## config.mk

```make
export PLATFORM = sky130hd
export DESIGN_NAME = counter_dn7
export DESIGN_NICKNAME = d
export VERILOG_FILES = /design/src/rtl/counter_dn7.sv
export SDC_FILE = /design/constraint.sdc
export NUM_CORES = 1
export LEC_CHECK = 0
export BUFFER_PORTS_ARGS = -buffer_cell sky130_fd_sc_hd__buf_2
export CORE_AREA = 4 4 41 43
export CTS_BUF_LIST = sky130_fd_sc_hd__clkbuf_16
export DETAILED_ROUTE_END_ITERATION = 7
export DIE_AREA = 0 0 45 47
export PLACE_DENSITY = 0.45
export SLEW_MARGIN = 20
export SYNTH_ARGS = -nofsm -noshare
export SYNTH_HDL_FRONTEND = slang
export SYNTH_SLANG_ARGS = --single-unit
```

## constraint.sdc

```tcl
create_clock -name clk -period 1.25 [get_ports clk]
set_clock_uncertainty 0.2 [all_clocks]
set_input_delay 0.125 -clock clk [delete_from_list [all_inputs] [get_ports clk]]
set_output_delay 0.125 -clock clk [all_outputs]
set_load 0.05 [all_outputs]
```

## src/rtl/counter_dn7.sv

```systemverilog
// counter_dn7: 3-bit down counter with reload, MARK/zero decodes and a done pulse on arrival at 0.
// Define COUNTER_DN_WRAP_EN to reload START after 0 instead of saturating.
module counter_dn7 #(
   parameter logic [2:0] START = 3'd7,
   parameter logic [2:0] MARK  = 3'd3
) (
   input  logic       clk,
   input  logic       clear_n,
   input  logic       load,
   input  logic       en,
   output logic [2:0] count,
   output logic       out,
   output logic       zero,
   output logic       done
);
   logic [2:0] count_nx;
   logic       done_nx;
`ifdef COUNTER_DN_WRAP_EN
   localparam logic [2:0] AT_ZERO = START;
`else
   localparam logic [2:0] AT_ZERO = 3'd0;
`endif
   always_comb begin
      count_nx = load ? START : !en ? count : (count != 3'd0) ? count - 3'd1 : AT_ZERO;
      done_nx  = !load && en && (count == 3'd1);
   end
   always_ff @(posedge clk or negedge clear_n)
      if (!clear_n) begin
         count <= START;
         done  <= 1'b0;
      end else begin
         count <= count_nx;
         done  <= done_nx;
      end
   assign out  = (count == MARK);
   assign zero = (count == 3'd0);
endmodule
```

### After elaboration in Yosys (flattened, before gate mapping)

Cells that the tools add are included.
Widths: inputs -> output; s select.

| operators by class | value |
|---|---|
| $add $sub $neg | 1 |
| mux-type cells | 3 |
| reduce and logical (&&, ||, !) cells | 6 |
| equality and inequality tests | 2 |

Operator list:

| cell | count |
|---|---|
| $mux 3 | 3 |
| $eq 3x1->1 const B | 1 |
| $eq 3x2->1 const B | 1 |
| $logic_not 3->1 | 1 |
| $reduce_bool 3->1 | 1 |
| $sub 3x1->3 const B | 1 |
| $logic_and 1x1->1 | 2 |
| $reduce_bool 2->1 | 1 |
| $logic_not 1->1 | 1 |

| word-level totals | value |
|---|---|
| word-level logic and storage cells | 14 |
| register bits | 4 |

### Logic depth before layout (Yosys ltp)

Gate-level depths: netlist (run 1).

| logic depth | value |
|---|---|
| depth after elaboration | 4 |
| mapped depth | 5 |
| depth with buffers taken out | 5 |

### Least setup slack after synthesis (run 1)

OpenSTA, ideal clock, no wires.

| timing path | value |
|---|---|
| path kind | reg-to-reg |
| start | register count[2] |
| end | register count[0] |
| path slack | -470 ps |
| data required time | 967 ps |
| cell stages (with the launch flop) | 4 |
| data arrival time | 1437 ps |
| cells stage by stage | dfstp_2 -> inv_1 -> ha_1 -> o211ai_1 |

| on the way | value |
|---|---|
| longest elaborated chain between the ends | 4 |

RTL lines:

| element | line | RTL |
|---|---|---|
| start, declared | 11 | `output logic [2:0] count,` |
| start signal, assigned | 32 | `count <= count_nx;` |
| $reduce_bool 3->1 | 24 | `count_nx = load ? START : !en ? count : (count != 3'd0) ? count - 3'd1 : AT_ZERO;` |
| $mux 3 (3 in series) | 24 |  |

No other way between the ends. The select of a mux whose other input is x is not followed.
A chain may end at the register's enable or synchronous reset.

### Final worst setup path (run 1)

| timing path | value |
|---|---|
| start | register count[1] |
| end | output port zero |

| on the way | value |
|---|---|
| longest elaborated chain between the ends | 1 |

RTL lines:

| element | line | RTL |
|---|---|---|
| $logic_not 3->1 | 36 | `assign zero = (count == 3'd0);` |
| end, declared | 13 | `output logic zero,` |

No other way between the ends.

==> impl_metrics.env, run 1 <==
export IMPL_fp_row_count=13
export IMPL_die_y_um=47
export IMPL_synth_area_leaders="dfstp_2, dfrtp_1, ha_1"
export IMPL_period_share_pct=123
export IMPL_slew_violations=0
export IMPL_clk_latency_ns=0.23
export IMPL_drc=0
export IMPL_drive_gt1_share_pct=71.4
export IMPL_cts_max_path_buffers=2
export IMPL_clkSlewWorstSetupHoldPaths_ns=0.03
export IMPL_dpl_hpwl_um=441
export IMPL_path_class="reg2out"
export IMPL_vias=232
export IMPL_yosysUniqueCellTypes=13
export IMPL_htree_levels=1
export IMPL_async_flop_share_pct=100
export IMPL_syn_inst=20
export IMPL_cp_top_family="flip-flops"
export IMPL_worstMarginPinSlew_ns=0.247
export IMPL_post_route_util_pct=41.5
export IMPL_rsz0062_at_grt="true"
export IMPL_io_buffers=9
export IMPL_antenna_found_initial=0
export IMPL_die_area_um2=2120
export IMPL_syn_nets=26
export IMPL_crit_buf_inv=1
export IMPL_initial_core_util_pct=16.6
export IMPL_grt_pass1_wl_um=1110
export IMPL_gp_congestion=0.745
export IMPL_diodes=0
export IMPL_peakVddDrop_v=0.000479
export IMPL_routed_wl_um=645
export IMPL_worst_ep_required_time_ns=0.93
export IMPL_fin_total_pwr_w=0.000792
export IMPL_setup_tns_ns=-1.55
export IMPL_nNetsFinal=49
export IMPL_relSlewSlack_pct=83.7
export IMPL_cts_sinks=4
export IMPL_synth_largest_area_cell="dfstp_2"
export IMPL_overflow=0
export IMPL_finalHoldViolations=0
export IMPL_p_leak_nw=0.247
export IMPL_setup_worst_path_end_class="output port"
export IMPL_vias_per_cell=4.07
export IMPL_synth_seq_cells=4
export IMPL_min_period_ns=1.54
export IMPL_synth_flop_cell="dfstp_2"
export IMPL_cts_root_buf="clkbuf_16"
export IMPL_fp_coreArea_um2=1300
export IMPL_cp_start_kind="flip-flop"
export IMPL_avgRoutedWirePerCell_um=11.3
export IMPL_grtUsageTotal_pct=8.14
export IMPL_cpMaxStageDelayCell="dfstp_4"
export IMPL_outcome="complete, but fails checks"
export IMPL_first_pass_iters=1
export IMPL_syn_area_per_cell_um2=10.8
export IMPL_cts_tree="built"
export IMPL_grt_max_degree=7
export IMPL_arrival_ns=1.21
export IMPL_violations="negative setup slack"
export IMPL_synthTopCellsByCount="dfstp_2, inv_1, ha_1, nor2_1, o211ai_1"
export IMPL_grt_pass1_vias=237
export IMPL_slowest_delay_ns=0.64
export IMPL_power_density_nw_per_um2=1470
export IMPL_cp_max_fo=4
export IMPL_area_delta_synth_final_pct=150
export IMPL_synth_top_area_share_pct=36.4
export IMPL_yosysSeqAreaShare_pct=48.0
export IMPL_crit_chain="nor2_4, ha_4, buf_6"
export IMPL_drv_cap=0
export IMPL_synthesis_area_um2=216
export IMPL_drtIter0Drc=0
export IMPL_fin_ws_ns=-0.286
export IMPL_setup_viol=9
export IMPL_chipWidth_um=45
export IMPL_hp_class="in2async"
export IMPL_synth_warnings=0
export IMPL_cts_buffers=3
export IMPL_ios=10
export IMPL_max_freq_ghz=0.651
export IMPL_antenna_left=0
export IMPL_synth_edf_count=0
-- logic make-up after synthesis --
kind of cell               count (synthesis)  synth area share (%)
adders and majority gates                  2                  11.6
and+or+nand+nor                            8                  24.3
AOI/OAI and AO/OA                          3                  11.0
DFF                                        4                  48.0
buffers and inverters                      3                  5.20
-- state kept, by name, indices dropped and copies added, names as in the netlist --
| register | flops |
|---|---|
| done | 1 |
| count | 3 |
-- final timing paths --
path                            slack, ns  startpoint  depth (start not counted)  endpoint
worst max register to register      -0.22    count[1]                          7  count[2]
worst min-delay path                 0.03     clear_n                          2      done
max in group asynchronous            0.61     clear_n                          2  count[2]
min in group clk                     0.38    count[2]                          2  count[2]
worst max-delay path                -0.29    count[1]                          3      zero
worst min register to register       0.38    count[2]                          2  count[2]
-- layout by cell type (no fill, tap or decap), types with 2 or more instances in the layout --
| master | Yosys | layout |
|---|---|---|
| buf_2 | 0 | 4 |
| dlygate4sd3_1 | 0 | 3 |
| clkbuf_16 | 0 | 3 |
| buf_4 | 0 | 3 |
| buf_6 | 0 | 5 |
| dfstp_4 | 0 | 2 |
| buf_8 | 0 | 3 |
| o211ai_1 | 2 | 2 |
| ha_4 | 0 | 2 |
| inv_1 | 3 | 2 |
-- layer usage --
metal	vias to the layer above	GRT usage (%)	wire, um
li1	113	-	-
met1	103	8.88	282
met2	12	10.5	247
met3	4	5.75	86
met4	0	7.02	29
met5	-	0	0
-- metrics by stage --
step,area [um2],worst slack (ns),std cells,hold slack (ns)
global placement,325,-0.104,47,-0.265
CTS,495,-0.283,55,0.0385
finish,541,-0.286,57,0.0312
global route,541,-0.305,57,0.0562
floorplan,239,-0.213,20,-0.371
detailed placement,325,-0.106,47,-0.263
-- final cells by class --
| cell class | count | area, um2 |
|---|---|---|
| Fill cell | 142 | 761 |
| Timing Repair Buffer | 18 | 174 |
| Multi-Input combinational cell | 13 | 144 |
| Sequential cell | 4 | 111 |
| Clock buffer | 3 | 75.1 |
| Tap cell | 15 | 18.8 |
| Inverter | 3 | 13.8 |
| Clock inverter | 1 | 3.75 |
-- repair_timing --
action,4_1_cts,5_1_grt
endpoints found under the hold margin,7,0
buffers inserted,1,3
setup endpoints to repair,9,9
gates resized for setup,17,8
pin swaps,2,2
hold buffers,3,0
-- report_power, final --
part / switching [W] / total, W / internal (W) / leakage (nW)
sequential: 0.0000104 / 0.000156 / 0.000146 / 0.0457
combinational: 0.0000690 / 0.000130 / 0.0000608 / 0.158
clock: 0.0000932 / 0.000506 / 0.000413 / 0.0423
total: 0.000173 / 0.000792 / 0.000619 / 0.247
Note: power is estimated with default switching activity, not from simulation.
==> run 2, diff against run 1 <==
--- a/config.mk
+++ b/config.mk
@@ -7,8 +7,8 @@
 export LEC_CHECK = 0
 export BUFFER_PORTS_ARGS = -buffer_cell sky130_fd_sc_hd__buf_2
-export CORE_AREA = 4 4 41 43
+export CORE_AREA = 2 2 39 41
 export CTS_BUF_LIST = sky130_fd_sc_hd__clkbuf_16
 export DETAILED_ROUTE_END_ITERATION = 7
-export DIE_AREA = 0 0 45 47
+export DIE_AREA = 0 0 41 43
 export PLACE_DENSITY = 0.45
 export SLEW_MARGIN = 20
@@ -16,2 +16,3 @@
 export SYNTH_HDL_FRONTEND = slang
 export SYNTH_SLANG_ARGS = --single-unit
+export TNS_END_PERCENT = 50
--- a/constraint.sdc
+++ b/constraint.sdc
@@ -3,3 +3,3 @@
 set_input_delay 0.125 -clock clk [delete_from_list [all_inputs] [get_ports clk]]
 set_output_delay 0.125 -clock clk [all_outputs]
-set_load 0.05 [all_outputs]
+set_load 0.02 [all_outputs]
==> impl_metrics.env, run 2 (synthesized netlist as in run 1, its figures left out) <==
export IMPL_worstMarginPinSlew_ns=0.208
export IMPL_rsz0062_at_grt="true"
export IMPL_max_freq_ghz=0.686
export IMPL_grt_pass1_vias=246
export IMPL_fin_ws_ns=-0.207
export IMPL_cts_root_buf="clkbuf_16"
export IMPL_antenna_left=0
export IMPL_slew_violations=0
export IMPL_top_register="count"
export IMPL_crit_chain="nor2_4, ha_4, buf_6"
export IMPL_outcome="complete, but fails checks"
export IMPL_cts_tree="built"
export IMPL_diodes=0
export IMPL_largest_register_ffs=3
export IMPL_setup_tns_ns=-1.10
export IMPL_cpMaxStageDelayCell="dfstp_2"
export IMPL_nNetsFinal=50
export IMPL_vias=252
export IMPL_cp_start_kind="flip-flop"
export IMPL_clk_latency_ns=0.23
export IMPL_min_period_ns=1.46
export IMPL_place_ws_ns=-0.0425
export IMPL_power_density_nw_per_um2=1480
export IMPL_finalHoldViolations=0
export IMPL_top_regs="count: 3 flops, done: 1 flops"
export IMPL_fp_coreArea_um2=1380
export IMPL_grt_pass1_wl_um=1120
export IMPL_grtUsageTotal_pct=10.5
export IMPL_arrival_ns=1.13
export IMPL_slowest_delay_ns=0.57
export IMPL_overflow=0
export IMPL_ios=10
export IMPL_routed_wl_um=702
export IMPL_drv_cap=0
export IMPL_chipWidth_um=41
export IMPL_cts_sinks=4
export IMPL_cp_max_fo=3
export IMPL_first_pass_iters=4
export IMPL_period_share_pct=117
export IMPL_area_delta_synth_final_pct=140
export IMPL_fp_row_count=14
export IMPL_die_y_um=43
export IMPL_final_common_cell="buf_4"
export IMPL_avgRoutedWirePerCell_um=11.9
export IMPL_dpl_hpwl_um=390
export IMPL_violations="negative setup slack"
export IMPL_path_class="reg2out"
export IMPL_die_area_um2=1760
export IMPL_grt_max_degree=6
export IMPL_cts_buffers=3
export IMPL_hold_ws_ns=0.0267
export IMPL_initial_core_util_pct=15.6
export IMPL_p_leak_nw=0.241
export IMPL_drive_gt1_share_pct=72.1
export IMPL_hp_class="in2async"
export IMPL_layout_common_cells="buf_4, buf_6, buf_2"
export IMPL_peakVddDrop_v=0.000340
export IMPL_cts_max_path_buffers=2
export IMPL_gp_congestion=0.646
export IMPL_vias_per_cell=4.27
export IMPL_drtIter0Drc=6
export IMPL_io_buffers=9
export IMPL_relSlewSlack_pct=85.9
export IMPL_clkSlewWorstSetupHoldPaths_ns=0.03
export IMPL_antenna_found_initial=0
export IMPL_htree_levels=1
export IMPL_worst_ep_required_time_ns=0.93
export IMPL_setup_viol=9
export IMPL_setup_worst_path_end_class="output port"
export IMPL_drc=0
==> run 2: layer usage <==
metal  wire length (um)  vias to the layer above  global-route usage, %
li1                   -                      117                      -
met1                320                      113                   13.3
met2                277                       17                   12.2
met3                 72                        5                   4.71
met4                 31                        0                   10.0
met5                  0                        -                      0
==> run 2: worst paths after layout <==
check | slack [ns] | startpoint | to | depth (start not counted)
min in group clk | 0.03 | en | count[0] | 3
max reg2reg | -0.10 | count[1] | count[0] | 4
min | 0.03 | clear_n | done | 2
max | -0.21 | count[1] | zero | 3
max in group asynchronous | 0.62 | clear_n | count[1] | 2
min reg2reg | 0.51 | count[0] | done | 2
==> run 2: critical path: cells and delay by family, from the launching register on <==
kind,cells,cell delay [ns]
DFF,1,0.57
and+or+nand+nor,1,0.06
adders and majority gates,1,0.16
buffers and inverters,1,0.12
==> run 2: final cells by class <==
type / count / area, um2
clock inverter: 1 / 3.75
tap: 16 / 20.0
sequential: 4 / 104
multi-input combinational: 13 / 148
timing repair buffer: 19 / 159
fill: 146 / 863
clock buffer: 3 / 75.1
inverter: 3 / 11.3
==> run 2: stage by stage <==
step	utilization, %	instances	cell area (um2)	total power (W)
5_1_grt	37.6	59	520	0.000806
6_report	37.6	59	520	0.000770
4_1_cts	35.2	58	487	0.000767
3_5_place_dp	21.8	45	302	0.000211
3_3_place_gp	21.8	45	302	0.000210
2_1_floorplan	-	20	236	0.000188
==> run 2: where the power goes <==
group	leakage, nW	total (W)	internal, W	switching, W
Clock	0.0423	0.000511	0.000413	0.0000979
Sequential	0.0456	0.000153	0.000143	0.00000988
Combinational	0.153	0.000106	0.0000576	0.0000485
Total	0.241	0.000770	0.000614	0.000156
==> run 2: what timing repair did <==
item	4_1_cts	5_1_grt
gates resized for setup	10	7
pin swaps	4	1
setup endpoints to repair	7	9
gates cloned	0	0
setup buffers	6	1
endpoints found under the hold margin	7	0
hold buffers	3	0
==> run 3, diff against run 2 <==
Settings changed: CTS_BUF_LIST sky130_fd_sc_hd__clkbuf_16 to not set.
==> impl_metrics.env, run 3 (synthesized netlist as in run 1, its figures left out) <==
export IMPL_antenna_found_initial=0
export IMPL_gp_congestion=0.646
export IMPL_worst_ep_required_time_ns=0.93
export IMPL_fin_ws_ns=-0.217
export IMPL_violations="negative setup slack"
export IMPL_drive_gt1_share_pct=71.4
export IMPL_fp_coreArea_um2=1380
export IMPL_cts_sinks=4
export IMPL_grtUsageTotal_pct=9.15
export IMPL_path_class="reg2out"
export IMPL_fill_cells=151
export IMPL_period_share_pct=117
export IMPL_nNetsFinal=49
export IMPL_ios=10
export IMPL_routed_wl_um=610
export IMPL_outcome="complete, but fails checks"
export IMPL_finalHoldViolations=0
export IMPL_seqCellArea_um2=104
export IMPL_cts_buffers=3
export IMPL_overflow=0
export IMPL_diodes=0
export IMPL_reg2reg_depth=4
export IMPL_setup_tns_ns=-1.06
export IMPL_htree_levels=1
export IMPL_top_regs="count: 3 flops, done: 1 flops"
export IMPL_slew_violations=0
export IMPL_setup_viol=9
export IMPL_drtIter0Drc=3
export IMPL_peakVddDrop_v=0.000207
export IMPL_multi_input_area_um2=146
export IMPL_clkSlewWorstSetupHoldPaths_ns=0.04
export IMPL_min_period_ns=1.47
export IMPL_relSlewSlack_pct=85.9
export IMPL_avgRoutedWirePerCell_um=10.5
export IMPL_clk_latency_ns=0.23
export IMPL_arrival_ns=1.14
export IMPL_rrSetupSlack_ns=-0.09
export IMPL_drv_cap=0
export IMPL_grt_pass1_vias=235
export IMPL_timing_rr_start="count[0]"
export IMPL_critical_path_endpoint="out"
export IMPL_grt_pass1_wl_um=1030
export IMPL_grt_max_degree=7
export IMPL_area_delta_synth_final_pct=110
export IMPL_max_freq_ghz=0.681
export IMPL_first_pass_iters=2
export IMPL_cts_tree="built"
export IMPL_rsz0062_at_grt="true"
export IMPL_layout_common_cells="buf_4, buf_2, buf_6"
export IMPL_vias=240
export IMPL_dpl_hpwl_um=390
export IMPL_vias_per_cell=4.14
export IMPL_largest_register_ffs=3
export IMPL_worstMarginPinSlew_ns=0.208
export IMPL_cp_max_fo=3
export IMPL_die_y_um=43
export IMPL_fin_total_pwr_w=0.000427
export IMPL_p_leak_nw=0.206
export IMPL_final_common_cell="buf_4"
export IMPL_initial_core_util_pct=15.6
export IMPL_io_buffers=9
export IMPL_chipWidth_um=41
export IMPL_die_area_um2=1760
export IMPL_antenna_left=0
export IMPL_hp_class="in2async"
export IMPL_cp_start_kind="flip-flop"
export IMPL_cts_max_path_buffers=2
export IMPL_setup_worst_path_end_class="output port"
export IMPL_drc=0
export IMPL_fp_row_count=14
export IMPL_startpoint="count[2]"
export IMPL_top_register="count"
export IMPL_cts_root_buf="clkbuf_4"
export IMPL_worstReg2RegEnd="count[0]"
export IMPL_power_density_nw_per_um2=939
## run 3: changes by cell type in the layout (fill, tap and decap cells not counted)
| cell | change |
|---|---|
| buf_6 | -1 |
| clkbuf_1 | +1 |
| inv_1 | -1 |
| and4_2 | +1 |
| clkbuf_4 | +3 |
| clkbuf_16 | -3 |
| and4_4 | -1 |
## run 3: per-layer routing
| metal | track usage (%) | routed length [um] | vias up |
|---|---|---|---|
| met2 | 11.3 | 285 | 10 |
| li1 | - | - | 115 |
| met5 | 0 | 0 | - |
| met3 | 3.14 | 48 | 0 |
| met1 | 12.9 | 276 | 115 |
| met4 | 6.00 | 0 | 0 |
## run 3: timing repair
item | CTS | global route
hold endpoints to repair | 7 | 0
setup buffers | 6 | 0
pin swaps | 1 | 0
gates resized for setup | 9 | 6
hold buffers | 3 | 0
endpoints found under the setup margin | 7 | 9
## run 3: layout make-up
cell class	instances	share of cell area, %
inverter	3	2.47
clock buffer	4	5.77
timing repair buffer	18	32.4
tap	16	4.40
sequential	4	22.8
multi-input combinational	13	32.1
## run 3: critical path: stages (launching register included)
cell	delay, ns
dfstp_2	0.55
inv_2	0.06
and3_4	0.18
buf_6	0.12
## run 3: through the flow
stage | instances | setup WS (ns) | cell area [um2] | hold slack (ns) | util, %
after floorplan | 20 | -0.0494 | 236 | -0.371 | -
after global placement | 45 | -0.0331 | 302 | -0.271 | 21.8
after detailed placement | 45 | -0.0425 | 302 | -0.269 | 21.8
after CTS | 58 | -0.216 | 430 | 0.0185 | 31.1
after global routing | 58 | -0.250 | 455 | 0.0185 | 32.9
final | 58 | -0.217 | 455 | 0.0198 | 32.9
## run 3: worst min path at each step
stage | startpoint | end | slack [ns] | depth (start not counted)
final | clear_n | done | 0.02 | 2
after CTS | clear_n | done | 0.02 | 2
after global routing | clear_n | done | 0.02 | 2
after global placement | clear_n | done | -0.27 | 1
after floorplan | clear_n | done | -0.37 | 0
after detailed placement | clear_n | done | -0.27 | 1
## run 3: report_power, final
group / internal [W] / leakage, nW / switching (W)
Combinational: 0.0000538 / 0.146 / 0.0000461
Sequential: 0.000143 / 0.0456 / 0.00000929
Clock: 0.000120 / 0.0150 / 0.0000556
